File: src/rtl/ex_hazard_ctrl_pkg.sv
`default_nettype none
//------------------------------------------------------------------------------
// ex_hazard_ctrl_pkg : shared types and constants for the EX hazard controller
// Revision: 1.0
//------------------------------------------------------------------------------
package ex_hazard_ctrl_pkg;

  typedef enum logic [1:0] {
    ST_RUN       = 2'd0,
    ST_LD_STALL  = 2'd1,
    ST_BR_SHADOW = 2'd2
  } state_t;

  localparam logic [4:0] XZR     = 5'd31;
  localparam logic [1:0] FWD_RF  = 2'b00;
  localparam logic [1:0] FWD_EX  = 2'b01;
  localparam logic [1:0] FWD_MEM = 2'b10;

  // XZR is hard-wired zero, so it never aliases a real producer.
  function automatic logic reg_match(input logic [4:0] src, input logic [4:0] dst);
    return (dst != XZR) && (src == dst);
  endfunction

endpackage
`default_nettype wire

File: src/rtl/fwd_select.sv
`default_nettype none
//------------------------------------------------------------------------------
// fwd_select : picks the newest in-flight producer of one source register
// Revision: 1.0
//------------------------------------------------------------------------------
module fwd_select
  import ex_hazard_ctrl_pkg::*;
(
  input  logic [4:0] i_src,
  input  logic [4:0] i_ex_rd,
  input  logic       i_ex_we,
  input  logic [4:0] i_mem_rd,
  input  logic       i_mem_we,
  output logic [1:0] o_sel
);

  always_comb begin
    o_sel = FWD_RF;
    if (i_ex_we && reg_match(i_src, i_ex_rd)) begin
      o_sel = FWD_EX;
    end else if (i_mem_we && reg_match(i_src, i_mem_rd)) begin
      o_sel = FWD_MEM;
    end
  end

endmodule
`default_nettype wire

File: src/rtl/ex_hazard_ctrl.sv
`default_nettype none
//------------------------------------------------------------------------------
// ex_hazard_ctrl : load-use stall, branch flush and operand forwarding control
// Revision: 1.0
//------------------------------------------------------------------------------
module ex_hazard_ctrl
  import ex_hazard_ctrl_pkg::*;
(
  input  logic        clk,
  input  logic        reset,
  input  logic        IdValid,
  input  logic [4:0]  IdRn,
  input  logic [4:0]  IdRm,
  input  logic        IdUsesRn,
  input  logic        IdUsesRm,
  input  logic        IdUsesFlags,
  input  logic [4:0]  ExRd,
  input  logic        ExRegWrite,
  input  logic        ExMemRead,
  input  logic        ExFlagE,
  input  logic        BrTaken,
  input  logic [4:0]  MemRd,
  input  logic        MemRegWrite,
  output logic        StallF,
  output logic        StallD,
  output logic        FlushD,
  output logic        BubbleE,
  output logic [1:0]  FwdA,
  output logic [1:0]  FwdB,
  output logic        FwdFlag,
  output logic [15:0] StallCnt
);

  state_t      r_state;
  state_t      w_next;
  logic [15:0] r_stall_cnt;
  logic        w_load_use;
  logic [1:0]  w_sel_a;
  logic [1:0]  w_sel_b;

  fwd_select u_fwd_a (
    .i_src    (IdRn),
    .i_ex_rd  (ExRd),
    .i_ex_we  (ExRegWrite),
    .i_mem_rd (MemRd),
    .i_mem_we (MemRegWrite),
    .o_sel    (w_sel_a)
  );

  fwd_select u_fwd_b (
    .i_src    (IdRm),
    .i_ex_rd  (ExRd),
    .i_ex_we  (ExRegWrite),
    .i_mem_rd (MemRd),
    .i_mem_we (MemRegWrite),
    .o_sel    (w_sel_b)
  );

  assign w_load_use = IdValid && ExMemRead &&
                      ((IdUsesRn && reg_match(IdRn, ExRd)) ||
                       (IdUsesRm && reg_match(IdRm, ExRd)));

  always_comb begin
    w_next  = r_state;
    StallF  = 1'b0;
    StallD  = 1'b0;
    FlushD  = 1'b0;
    BubbleE = 1'b0;
    case (r_state)
      ST_BR_SHADOW: begin
        FlushD  = 1'b1;
        BubbleE = 1'b1;
        w_next  = ST_RUN;
      end
      ST_RUN, ST_LD_STALL: begin
        w_next = ST_RUN;
        if (BrTaken) begin
          FlushD  = 1'b1;
          BubbleE = 1'b1;
          w_next  = ST_BR_SHADOW;
        end else if (r_state == ST_RUN && w_load_use) begin
          // The already-stalled instruction must not re-stall on the same pair.
          StallF  = 1'b1;
          StallD  = 1'b1;
          BubbleE = 1'b1;
          w_next  = ST_LD_STALL;
        end
      end
      default: w_next = ST_RUN;
    endcase
    if (reset) begin
      StallF  = 1'b0;
      StallD  = 1'b0;
      FlushD  = 1'b0;
      BubbleE = 1'b0;
      w_next  = ST_RUN;
    end
  end

  assign FwdA     = (BubbleE || reset) ? FWD_RF : w_sel_a;
  assign FwdB     = (BubbleE || reset) ? FWD_RF : w_sel_b;
  assign FwdFlag  = !(BubbleE || reset) && IdUsesFlags && ExFlagE;
  assign StallCnt = r_stall_cnt;

  always_ff @(posedge clk) begin
    if (reset) begin
      r_state     <= ST_RUN;
      r_stall_cnt <= 16'd0;
    end else begin
      r_state <= w_next;
      if (StallF && r_stall_cnt != 16'hFFFF) begin
        r_stall_cnt <= r_stall_cnt + 16'd1;
      end
    end
  end

endmodule
`default_nettype wire

File: config.mk
export PLATFORM = sky130hd
export DESIGN_NAME = ex_hazard_ctrl
export DESIGN_NICKNAME = d
export VERILOG_FILES = /design/src/rtl/ex_hazard_ctrl_pkg.sv /design/src/rtl/fwd_select.sv /design/src/rtl/ex_hazard_ctrl.sv
export SDC_FILE = /design/constraint.sdc
export NUM_CORES = 1
export LEC_CHECK = 0
export ABC_CLOCK_PERIOD_IN_PS = 3500
export BUFFER_PORTS_ARGS = -buffer_cell sky130_fd_sc_hd__buf_2
export CORE_AREA = 2 2 41 72
export DETAILED_ROUTE_END_ITERATION = 10
export DIE_AREA = 0 0 43 74
export PLACE_DENSITY = 0.86
export SETUP_SLACK_MARGIN = 0.3
export SYNTH_ARGS = -nofsm -noshare
export SYNTH_HDL_FRONTEND = slang
export SYNTH_SLANG_ARGS = --single-unit
File: constraint.sdc
create_clock -name clk -period 3.5 [get_ports clk]
set_input_delay 0.175 -clock clk [delete_from_list [all_inputs] [get_ports clk]]
set_output_delay 0.175 -clock clk [all_outputs]
set_load 0.005 [all_outputs]
==> flow_summary_export.csv, run 1 <==
group,metric,value,unit
timing,slew_violations,0,
timing,worst_clock_skew,1.62,ps
setup_path,crit_arrival,2430,ps
floorplan,core_area,2630,µm²
power_and_ir_drop,p_int,315,µW
setup_path,startpoint_type,"flip-flop",
run_status,status,"complete, no violations",
timing,period_share,64.4,%
logic_synthesis,syn_area,1250,µm²
logic_synthesis,synth.top_cell.area_share,28.8,%
timing,period_needed,2250,ps
power_and_ir_drop,p_comb_share,16.4,%
power_and_ir_drop,p_leak,0.000668,µW
power_and_ir_drop,ir_drop,0.146,mV
setup_path,endpoint_kind,"flip-flop",
placed_design,io_buffers,55,
cts,clock-root-buffer,"clkbuf_8",
logic_synthesis,synthCells,159,
logic_synthesis,synth.net_count,191,
cells_and_area,nNetsFinal,246,
cts,post_cts_resized,0,
global_routing,overflow,0,
timing,rsz0062_at_grt,"no",
logic_synthesis,avgSynthCellArea,7.88,µm²
flow_run,max-cap-violations,0,
route,routedWlPerCell,12.8,µm
cts,cts_buffer_depth,2,
timing,tightest_slew,1020,ps
global_routing,antenna_found_initial,0,
global_routing,grtUsageTotal,19.8,%
logic_synthesis,ys_ff_latch,18,
setup_path,r2r_cells,5,
worst_hold_path,min_delay_path_depth,3,
cells_and_area,syn_to_final_growth,25.8,%
cts,cts_tree,"done",
global_routing,grt_pass1_wl,4840,µm
logic_synthesis,ys.flop_type,"dfxtp_1",
setup_path,crit_slowest_cell,"or4_4",
cells_and_area,fill_cells,263,
placed_design,dpl.hpwl,2530,µm
floorplan,die_h,74,µm
global_routing,grt_pass1_vias,1254,
cts,clock_latency,250,ps
setup_path,cpPeakStageDelay,590,ps
floorplan,die_x,43,µm
cells_and_area,multiInputGateArea,853,µm²
logic_synthesis,synth.area.top_cells,"dfxtp_1 29%, xor2_1 9.8%, xnor2_1 6.3%",
setup_path,crit_fanout,6,
floorplan,ioPinCount,56,
worst_hold_path,hold_path.class,"input port to flip-flop",
cts,post_cts_buffers,0,
floorplan,num_rows,25,
setup_path,cpMostUsedCell,"or4_4",
placed_design,gp_congestion,0.832,
route,wl,3070,µm
logic_synthesis,synth_cell_types,37,
power_and_ir_drop,switching_share,24.6,%
cts,clock-sinks,18,
logic_synthesis,synth_edf_count,0,
route,vias,1371,
power_and_ir_drop,clkPwrFrac,34.1,%
logic_synthesis,synthTopCellsByCount,"18 x dfxtp_1, 15 x nor2_1, 14 x xor2_1, 12 x nand2_1, 10 x a21oi_1",
global_routing,grt_max_degree,25,
timing,setup_violations,0,
cts,cts_buffers,3,
timing,hold_viol,0,
logic_synthesis,synth-async-reset-ratio,0,%
power_and_ir_drop,p_sw,103,µW
power_and_ir_drop,power.density,265,nW/µm²
route,avgViaCountPerCell,5.74,
logic_synthesis,yosysTopAreaCell,"dfxtp_1",
power_and_ir_drop,power,417,µW
setup_path,critical_path_class,"flip-flop to flip-flop",
route,drtIter0Drc,20,
power_and_ir_drop,pwr-share-seq,49.4,%
setup_path,crit_chain,"or2_0 > or4_4 > or4_4 > or4_1 > a21oi_1",
cells_and_area,layout-drive-gt1-share,30.7,%
route,ant_nets,0,
worst_hold_path,hold_end,"r_state[1]$_SDFF_PP0_",
cells_and_area,final-seq-area,360,µm²
cells_and_area,num_antenna_cells,0,
logic_synthesis,ys_seq_area_share,28.8,%
floorplan,floorplan.initialDensity,47.7,%
worst_hold_path,hold_path_startpoint,"BrTaken",
floorplan,fp.dieArea,3180,µm²
setup_path,required,3680,ps
route,drc,0,
setup_path,reg2reg_to,"StallCnt[12]$_SDFFE_PP0P_",
setup_path,ff2ff_setup_slack,1250,ps
timing,slew_headroom,32.0,%
logic_synthesis,yosysWarnings,0,
timing,clock.fmax,0.444,GHz
cts,htree_levels,1,
cts,clk_pin_slew,60,ps
cts,cts_hold_buf,0,
logic_synthesis,yosysMostFrequentCell,"dfxtp_1",
setup_path,r2r-start,"r_state[0]$_SDFF_PP0_",
route,first_pass_iters,4,
timing,tns,0,ps
## state kept, by name, summed over array words and instances (netlist names)
| register | count |
|---|---|
| r_state | 2 |
| StallCnt | 16 |
## kinds of logic after synthesis
group	Yosys count	share of synthesized area, %
mux	3	2.50
compound gates	27	13.7
simple gates	79	34.9
xor+xnor	23	16.1
fa+ha+maj	1	0.999
buf+inv	8	3.10
flops	18	28.8
## how the worst max path moves through the flow
stage	slack (ps)	end	cells after the start	startpoint
6_report	1250	StallCnt[12]$_SDFFE_PP0P_	5	r_state[0]$_SDFF_PP0_
5_1_grt	1020	StallCnt[8]$_SDFFE_PP0P_	5	r_state[0]$_SDFF_PP0_
4_1_cts	1240	StallCnt[12]$_SDFFE_PP0P_	5	r_state[0]$_SDFF_PP0_
3_5_place_dp	1090	StallCnt[8]$_SDFFE_PP0P_	7	ExRd[4]
3_3_place_gp	1170	StallCnt[7]$_SDFFE_PP0P_	7	ExRd[4]
2_1_floorplan	1380	StallCnt[12]$_SDFFE_PP0P_	5	r_state[0]$_SDFF_PP0_
## metrics by stage
step / setup slack (ps) / hold WS [ps] / instance area [µm²] / utilization (%) / cells
3_3_place_gp: 1170 / 453 / 1530 / 58.4 / 236
6_report: 1250 / 192 / 1580 / 60.0 / 239
2_1_floorplan: 1380 / 308 / 1250 / - / 159
5_1_grt: 1020 / 227 / 1580 / 60.0 / 239
4_1_cts: 1240 / 193 / 1580 / 60.0 / 239
3_5_place_dp: 1090 / 458 / 1530 / 58.4 / 236
## power by group through the flow
stage / Sequential, µW / Combinational [µW] / Clock (µW)
CTS: 206 / 69.6 / 144
global route: 206 / 76.7 / 146
floorplan: 211 / 36.6 / 0
finish: 206 / 68.6 / 142
global placement: 211 / 68.4 / 0
detailed placement: 211 / 69.5 / 0
## worst max-delay path, delay by kind of cell, from the launching register on
kind               cells  cell delay, ps
and+or+nand+nor        4            1700
DFF                    1             320
AOI/OAI and AO/OA      1             160
## routing by layer
layer	global-route usage, %	routed length, µm
met2	43.9	1810
met3	1.21	134
met5	0	0
met1	16.0	1040
met4	9.76	78
## area by class of cell
cell class	instances	share of cell area [%]
Multi-Input combinational cell	133	54.2
Sequential cell	18	22.9
Timing Repair Buffer	55	17.5
Clock buffer	3	2.62
Tap cell	27	2.14
Inverter	3	0.715
## cell usage in the layout (no fill, tap or decap)
cell       instances
nor4b_2            1
a21oi_1           10
clkbuf_8           3
mux2i_1            2
dfxtp_1           18
o31ai_1            5
and2_1             1
nand3_1            9
nor2_1            15
o21bai_1           1
o21a_1             1
o21ba_2            1
or2_2              1
inv_1              3
and3_1             4
mux2_2             1
or4_1              4
nand4_1            4
xnor2_1            9
nor4_1             4
ha_1               1
and4_1             2
or4_2              1
xor2_1            14
nor3_1             8
nor2b_1            2
or4_4              2
or2_0              1
a211o_1            1
o2111ai_1          2
o21ai_0            5
o211ai_1           1
nand2_1           12
or3_1              5
buf_2             55
nand2b_1           3
(Power assumes the default switching activity.)
==> inputs of run 2 (changes only) <==
ABC_CLOCK_PERIOD_IN_PS = 2200   (was 3500)
CORE_AREA = 2 2 43 74   (was 2 2 41 72)
DIE_AREA = 0 0 45 76   (was 0 0 43 74)
PLACE_DENSITY = 0.81   (was 0.86)
clock period = 2.2 ns   (was 3.5 ns; I/O delays follow)
==> run 2 against run 1 <==
Via count rose by 4.8%. Total power rose by 74%. Die area rose by 7.5%. Combinational power rose by 81%. Count of clock-buffer cells in the layout rose by 1.
==> flow_summary_export.csv, run 2 (same netlist as run 1, synthesis figures left out) <==
group,metric,value,unit
run_status,status,"complete, no violations",
placed_design,gp_congestion,0.879,
floorplan,die_h,76,µm
floorplan,core_area,2860,µm²
cts,clock-sinks,18,
setup_path,cp_top_family,"simple AND/OR/NAND/NOR gates",
global_routing,grt_use_met3,3.32,%
timing,hold_viol,0,
setup_path,reg2reg_to,"StallCnt[14]$_SDFFE_PP0P_",
global_routing,grtUsageTotal,21.3,%
worst_hold_path,hold_path_startpoint,"BrTaken",
cts,cts_buffers,3,
global_routing,grt_max_degree,17,
global_routing,gr-usage-met1,20.2,%
worst_hold_path,hold_end,"r_state[1]$_SDFF_PP0_",
placed_design,post-place-ws,140,ps
power_and_ir_drop,power.density,406,nW/µm²
cells_and_area,syn_to_final_growth,43.3,%
cts,htree_levels,1,
cells_and_area,layout-drive-gt1-share,42.2,%
floorplan,floorplan.initialDensity,43.7,%
floorplan,fp.dieArea,3420,µm²
setup_path,ff2ff_setup_slack,170,ps
timing,rsz0062_at_grt,"yes",
cells_and_area,layout_commonest_cell,"buf_2",
setup_path,required,2400,ps
power_and_ir_drop,p_comb_share,17.0,%
cts,cts_buffer_depth,2,
cts,clock-root-buffer,"clkbuf_8",
timing,slew_headroom,71.5,%
setup_path,startpoint_type,"flip-flop",
cells_and_area,nNetsFinal,258,
route,vias,1437,
timing,fin_ws,168,ps
timing,slew_violations,0,
timing,period_share,92.4,%
route,avgViaCountPerCell,5.68,
power_and_ir_drop,switching_share,25.1,%
setup_path,cpMostUsedCell,"or4_4",
cts,clk_pin_slew,70,ps
timing,tightest_slew,427,ps
floorplan,ioPinCount,56,
global_routing,antenna_found_initial,0,
placed_design,io_buffers,55,
setup_path,crit_arrival,2230,ps
cells_and_area,largest_reg_flops,16,
setup_path,critical_path_class,"flip-flop to flip-flop",
flow_run,max-cap-violations,0,
cts,cts_tree,"done",
power_and_ir_drop,pwr-share-seq,45.1,%
timing,worst_clock_skew,5.92,ps
setup_path,r2r_cells,5,
power_and_ir_drop,ir_drop,0.282,mV
route,first_pass_iters,4,
cells_and_area,num_antenna_cells,0,
setup_path,endpoint_kind,"flip-flop",
route,drc,0,
setup_path,crit_fanout,4,
floorplan,die_x,45,µm
timing,setup_violations,0,
timing,tns,0,ps
worst_hold_path,hold_path.class,"input port to flip-flop",
global_routing,grt_use_met2,41.0,%
global_routing,grt_pass1_vias,1376,
global_routing,grt_pass1_wl,5670,µm
setup_path,r2r-start,"r_state[0]$_SDFF_PP0_",
placed_design,dpl.hpwl,2710,µm
floorplan,num_rows,26,
timing,clock.fmax,0.492,GHz
power_and_ir_drop,p_leak,0.000758,µW
timing,period_needed,2030,ps
setup_path,cpPeakStageDelay,450,ps
setup_path,crit_slowest_cell,"or4_4",
setup_path,path_buf_inv,0,
route,routedWlPerCell,13.8,µm
global_routing,overflow,0,
cells_and_area,most-common-layout-cells,"55 x buf_2, 15 x dfxtp_1, 15 x nor2_1",
route,wl,3500,µm
power_and_ir_drop,p_sw,183,µW
route,drtIter0Drc,31,
route,ant_nets,0,
cts,clock_latency,260,ps
setup_path,crit_chain,"or2_1 > or4_4 > or4_4 > or4_4 > a21oi_2",
worst_hold_path,min_delay_path_depth,3,
power_and_ir_drop,p_int,545,µW
global_routing,grt.busiest_layer,"met2",
power_and_ir_drop,clkPwrFrac,37.9,%
-- run 2: cell types whose count changed in the layout (fill, tap and decap cells not counted), moves of 2 or more --
cell     before  now
nor4_4        0    2
or4_4         2    4
dfxtp_2       0    3
nor3_2        0    3
dfxtp_1      18   15
a21oi_1      10    8
nor3_1        8    5
nor4_1        4    2
buf_4         0   11
a21oi_2       0    2
-- run 2: power by group through the flow --
stage          sequential (µW)  combinational, µW  clock, µW
6_report                   328                124        276
5_1_grt                    328                136        289
4_1_cts                    328                118        280
3_5_place_dp               336                116          0
3_3_place_gp               335                114          0
2_1_floorplan              335               58.2          0
-- run 2: cell type report --
| cell class | instances | area (µm²) |
|---|---|---|
| fillers | 258 | 1070 |
| multi-input cells | 133 | 951 |
| repair buffers | 67 | 378 |
| flip-flops and latches | 18 | 364 |
| clock buffers | 4 | 55.1 |
| well taps | 28 | 35.0 |
| inverters | 3 | 11.3 |
-- run 2: how the worst max path moves through the flow --
stage / from / endpoint / slack, ps / depth (start not counted)
after floorplan: r_state[0]$_SDFF_PP0_ / StallCnt[14]$_SDFFE_PP0P_ / 200 / 5
after global placement: r_state[0]$_SDFF_PP0_ / StallCnt[14]$_SDFFE_PP0P_ / 170 / 5
after detailed placement: r_state[0]$_SDFF_PP0_ / StallCnt[14]$_SDFFE_PP0P_ / 140 / 5
after CTS: r_state[0]$_SDFF_PP0_ / StallCnt[14]$_SDFFE_PP0P_ / 160 / 5
after global routing: r_state[0]$_SDFF_PP0_ / StallCnt[14]$_SDFFE_PP0P_ / 90 / 5
final: r_state[0]$_SDFF_PP0_ / StallCnt[14]$_SDFFE_PP0P_ / 170 / 5
-- run 2: what timing repair did --
action                                  in CTS  in global routing
pin swaps                                    2                  4
endpoints found under the setup margin       7                 15
gates cloned                                 0                  0
gates resized for setup                      7                 15
hold buffers                                 0                  0
buffers inserted                             3                  0
-- run 2: through the flow --
| stage | util [%] | area (µm²) | total power [µW] | cells | hold slack [ps] |
|---|---|---|---|---|---|
| 6_report | 62.7 | 1790 | 728 | 253 | 110 |
| 5_1_grt | 62.7 | 1790 | 753 | 253 | 139 |
| 4_1_cts | 59.9 | 1710 | 726 | 253 | 115 |
| 3_5_place_dp | 56.4 | 1620 | 452 | 246 | 393 |
| 3_3_place_gp | 56.4 | 1620 | 450 | 246 | 385 |
| 2_1_floorplan | - | 1250 | 394 | 159 | 243 |
-- run 2: layer usage --
layer / wire (µm) / vias up
li1: - / 711
met1: 1180 / 664
met2: 2050 / 56
met3: 184 / 6
met4: 80 / 0
met5: 0 / -
-- run 2: tightest hold or removal path: cells and delay by family --
| family | cells | cell delay, ps |
|---|---|---|
| AND/OR/NAND/NOR | 1 | 40 |
| buffers and inverters | 2 | 170 |
==> inputs of run 3 (changes only) <==
PLACE_DENSITY = 0.76   (was 0.81)
==> run 3 against run 2 <==
Critical path type unchanged. Maximum frequency up 0.88%. Clock skew shrank 5.1 ps. Sequential share of layout area rose by 0.87 points. Die area unchanged. Total power fell by 0.68%. Largest power group unchanged. Worst hold slack better by 1.7 ps. Global-route usage is 1.1 points lower. Highest routed layer unchanged. Largest cell class unchanged.
==> flow_summary_export.csv, run 3 (same netlist as run 1, synthesis figures left out) <==
group,metric,value,unit
run_status,status,"complete, no violations",
cts,cts_hold_buf,0,
setup_path,startpoint_type,"flip-flop",
global_routing,grt_pass1_vias,1336,
timing,tightest_slew,407,ps
power_and_ir_drop,p_leak,0.000750,µW
route,wl,3470,µm
cells_and_area,num_antenna_cells,0,
route,first_pass_iters,5,
route,vias,1439,
worst_hold_path,hold_path.class,"input port to flip-flop",
cts,clock-sinks,18,
timing,setup_violations,0,
global_routing,grtUsageTotal,20.2,%
global_routing,grt_pass1_wl,5400,µm
power_and_ir_drop,power.density,419,nW/µm²
cts,cts_buffers,3,
route,drtIter0Drc,17,
placed_design,dp_cells,243,
cts,clock-root-buffer,"clkbuf_8",
floorplan,core_area,2860,µm²
setup_path,crit_arrival,2210,ps
cells_and_area,layout-drive-gt1-share,39.9,%
timing,period_needed,2010,ps
cts,clk_pin_slew,70,ps
placed_design,gp_congestion,0.827,
placed_design,io_buffers,55,
global_routing,grt_max_degree,24,
cells_and_area,final_core_util,60.3,%
global_routing,overflow,0,
timing,hold_viol,0,
cells_and_area,nNetsFinal,256,
timing,worst_clock_skew,0.846,ps
timing,rsz0062_at_grt,"yes",
floorplan,die_x,45,µm
floorplan,num_rows,26,
floorplan,fp.dieArea,3420,µm²
timing,slew_violations,0,
cts,cts_tree,"done",
setup_path,endpoint_kind,"flip-flop",
route,drc,0,
cts,cts_buffer_depth,2,
cells_and_area,fill_cells,262,
cells_and_area,most-common-layout-cells,"55 x buf_2, 15 x nor2_1, 14 x dfxtp_1, 14 x xor2_1, 12 x nand2_1",
floorplan,ioPinCount,56,
power_and_ir_drop,ir_drop,0.287,mV
cells_and_area,syn_to_final_growth,37.9,%
timing,slew_headroom,72.8,%
floorplan,die_h,76,µm
setup_path,required,2390,ps
route,avgViaCountPerCell,5.73,
flow_run,max-cap-violations,0,
placed_design,dpl.hpwl,2650,µm
route,routedWlPerCell,13.8,µm
floorplan,floorplan.initialDensity,43.7,%
power_and_ir_drop,power,723,µW
setup_path,crit_fanout,3,
cts,htree_levels,1,
cts,clock_latency,260,ps
global_routing,antenna_found_initial,0,
cells_and_area,largest_reg_flops,16,
setup_path,critical_path_class,"flip-flop to flip-flop",
timing,period_share,91.6,%
timing,tns,0,ps
cells_and_area,layout_commonest_cell,"buf_2",
timing,clock.fmax,0.496,GHz
route,ant_nets,0,
cells_and_area,final_cells,251,
==> run 3: routing by layer <==
layer,share of wire (%),track usage [%],vias up
li1,-,-,706
met1,33,18.6,658
met2,57,38.0,63
met3,6.1,3.08,12
met4,3.9,11.2,0
met5,0,0,-
==> run 3: cell type report <==
| cell class | count | area [µm²] | share of cell area (%) |
|---|---|---|---|
| Clock buffer | 4 | 55.1 | 3.19 |
| Inverter | 3 | 11.3 | 0.652 |
| Multi-Input combinational cell | 133 | 910 | 52.7 |
| Sequential cell | 18 | 365 | 21.2 |
| Tap cell | 28 | 35.0 | 2.03 |
| Timing Repair Buffer | 65 | 350 | 20.3 |
==> run 3: path summary, 6_finish.rpt <==
kind / cells past startpoint / endpoint / slack, ps / from
min reg2reg: 1 / r_state[1]$_SDFF_PP0_ / 500 / r_state[1]$_SDFF_PP0_
max reg2reg: 5 / StallCnt[14]$_SDFFE_PP0P_ / 190 / r_state[0]$_SDFF_PP0_
min: 3 / r_state[1]$_SDFF_PP0_ / 110 / BrTaken
max: 5 / StallCnt[14]$_SDFFE_PP0P_ / 190 / r_state[0]$_SDFF_PP0_
==> run 3: power breakdown <==
group	internal, µW	leakage [µW]	switching (µW)
combinational	56.2	0.000574	61.3
sequential	327	0.000147	1.29
clock	159	0.0000288	118
==> run 3: per-stage QoR <==
stage                     setup slack [ps]  hold WS [ps]  area [µm²]
after floorplan                        198           243        1250
after global placement                83.9           383        1580
after detailed placement              68.6           388        1580
after CTS                              169           112        1650
after global routing                   137           123        1730
final                                  186           112        1730
==> run 3: repair_timing <==
item,CTS,global route
setup endpoints to repair,5,19
pin swaps,0,5
gates resized for setup,3,17
buffers inserted,2,1
cloned,0,1
==> run 3: critical path: stages, from the launching register on <==
cell and delay, ps:
dfxtp_2 320, or2_1 240, or4_4 420, or4_4 440, or4_1 410, a21oi_1 130
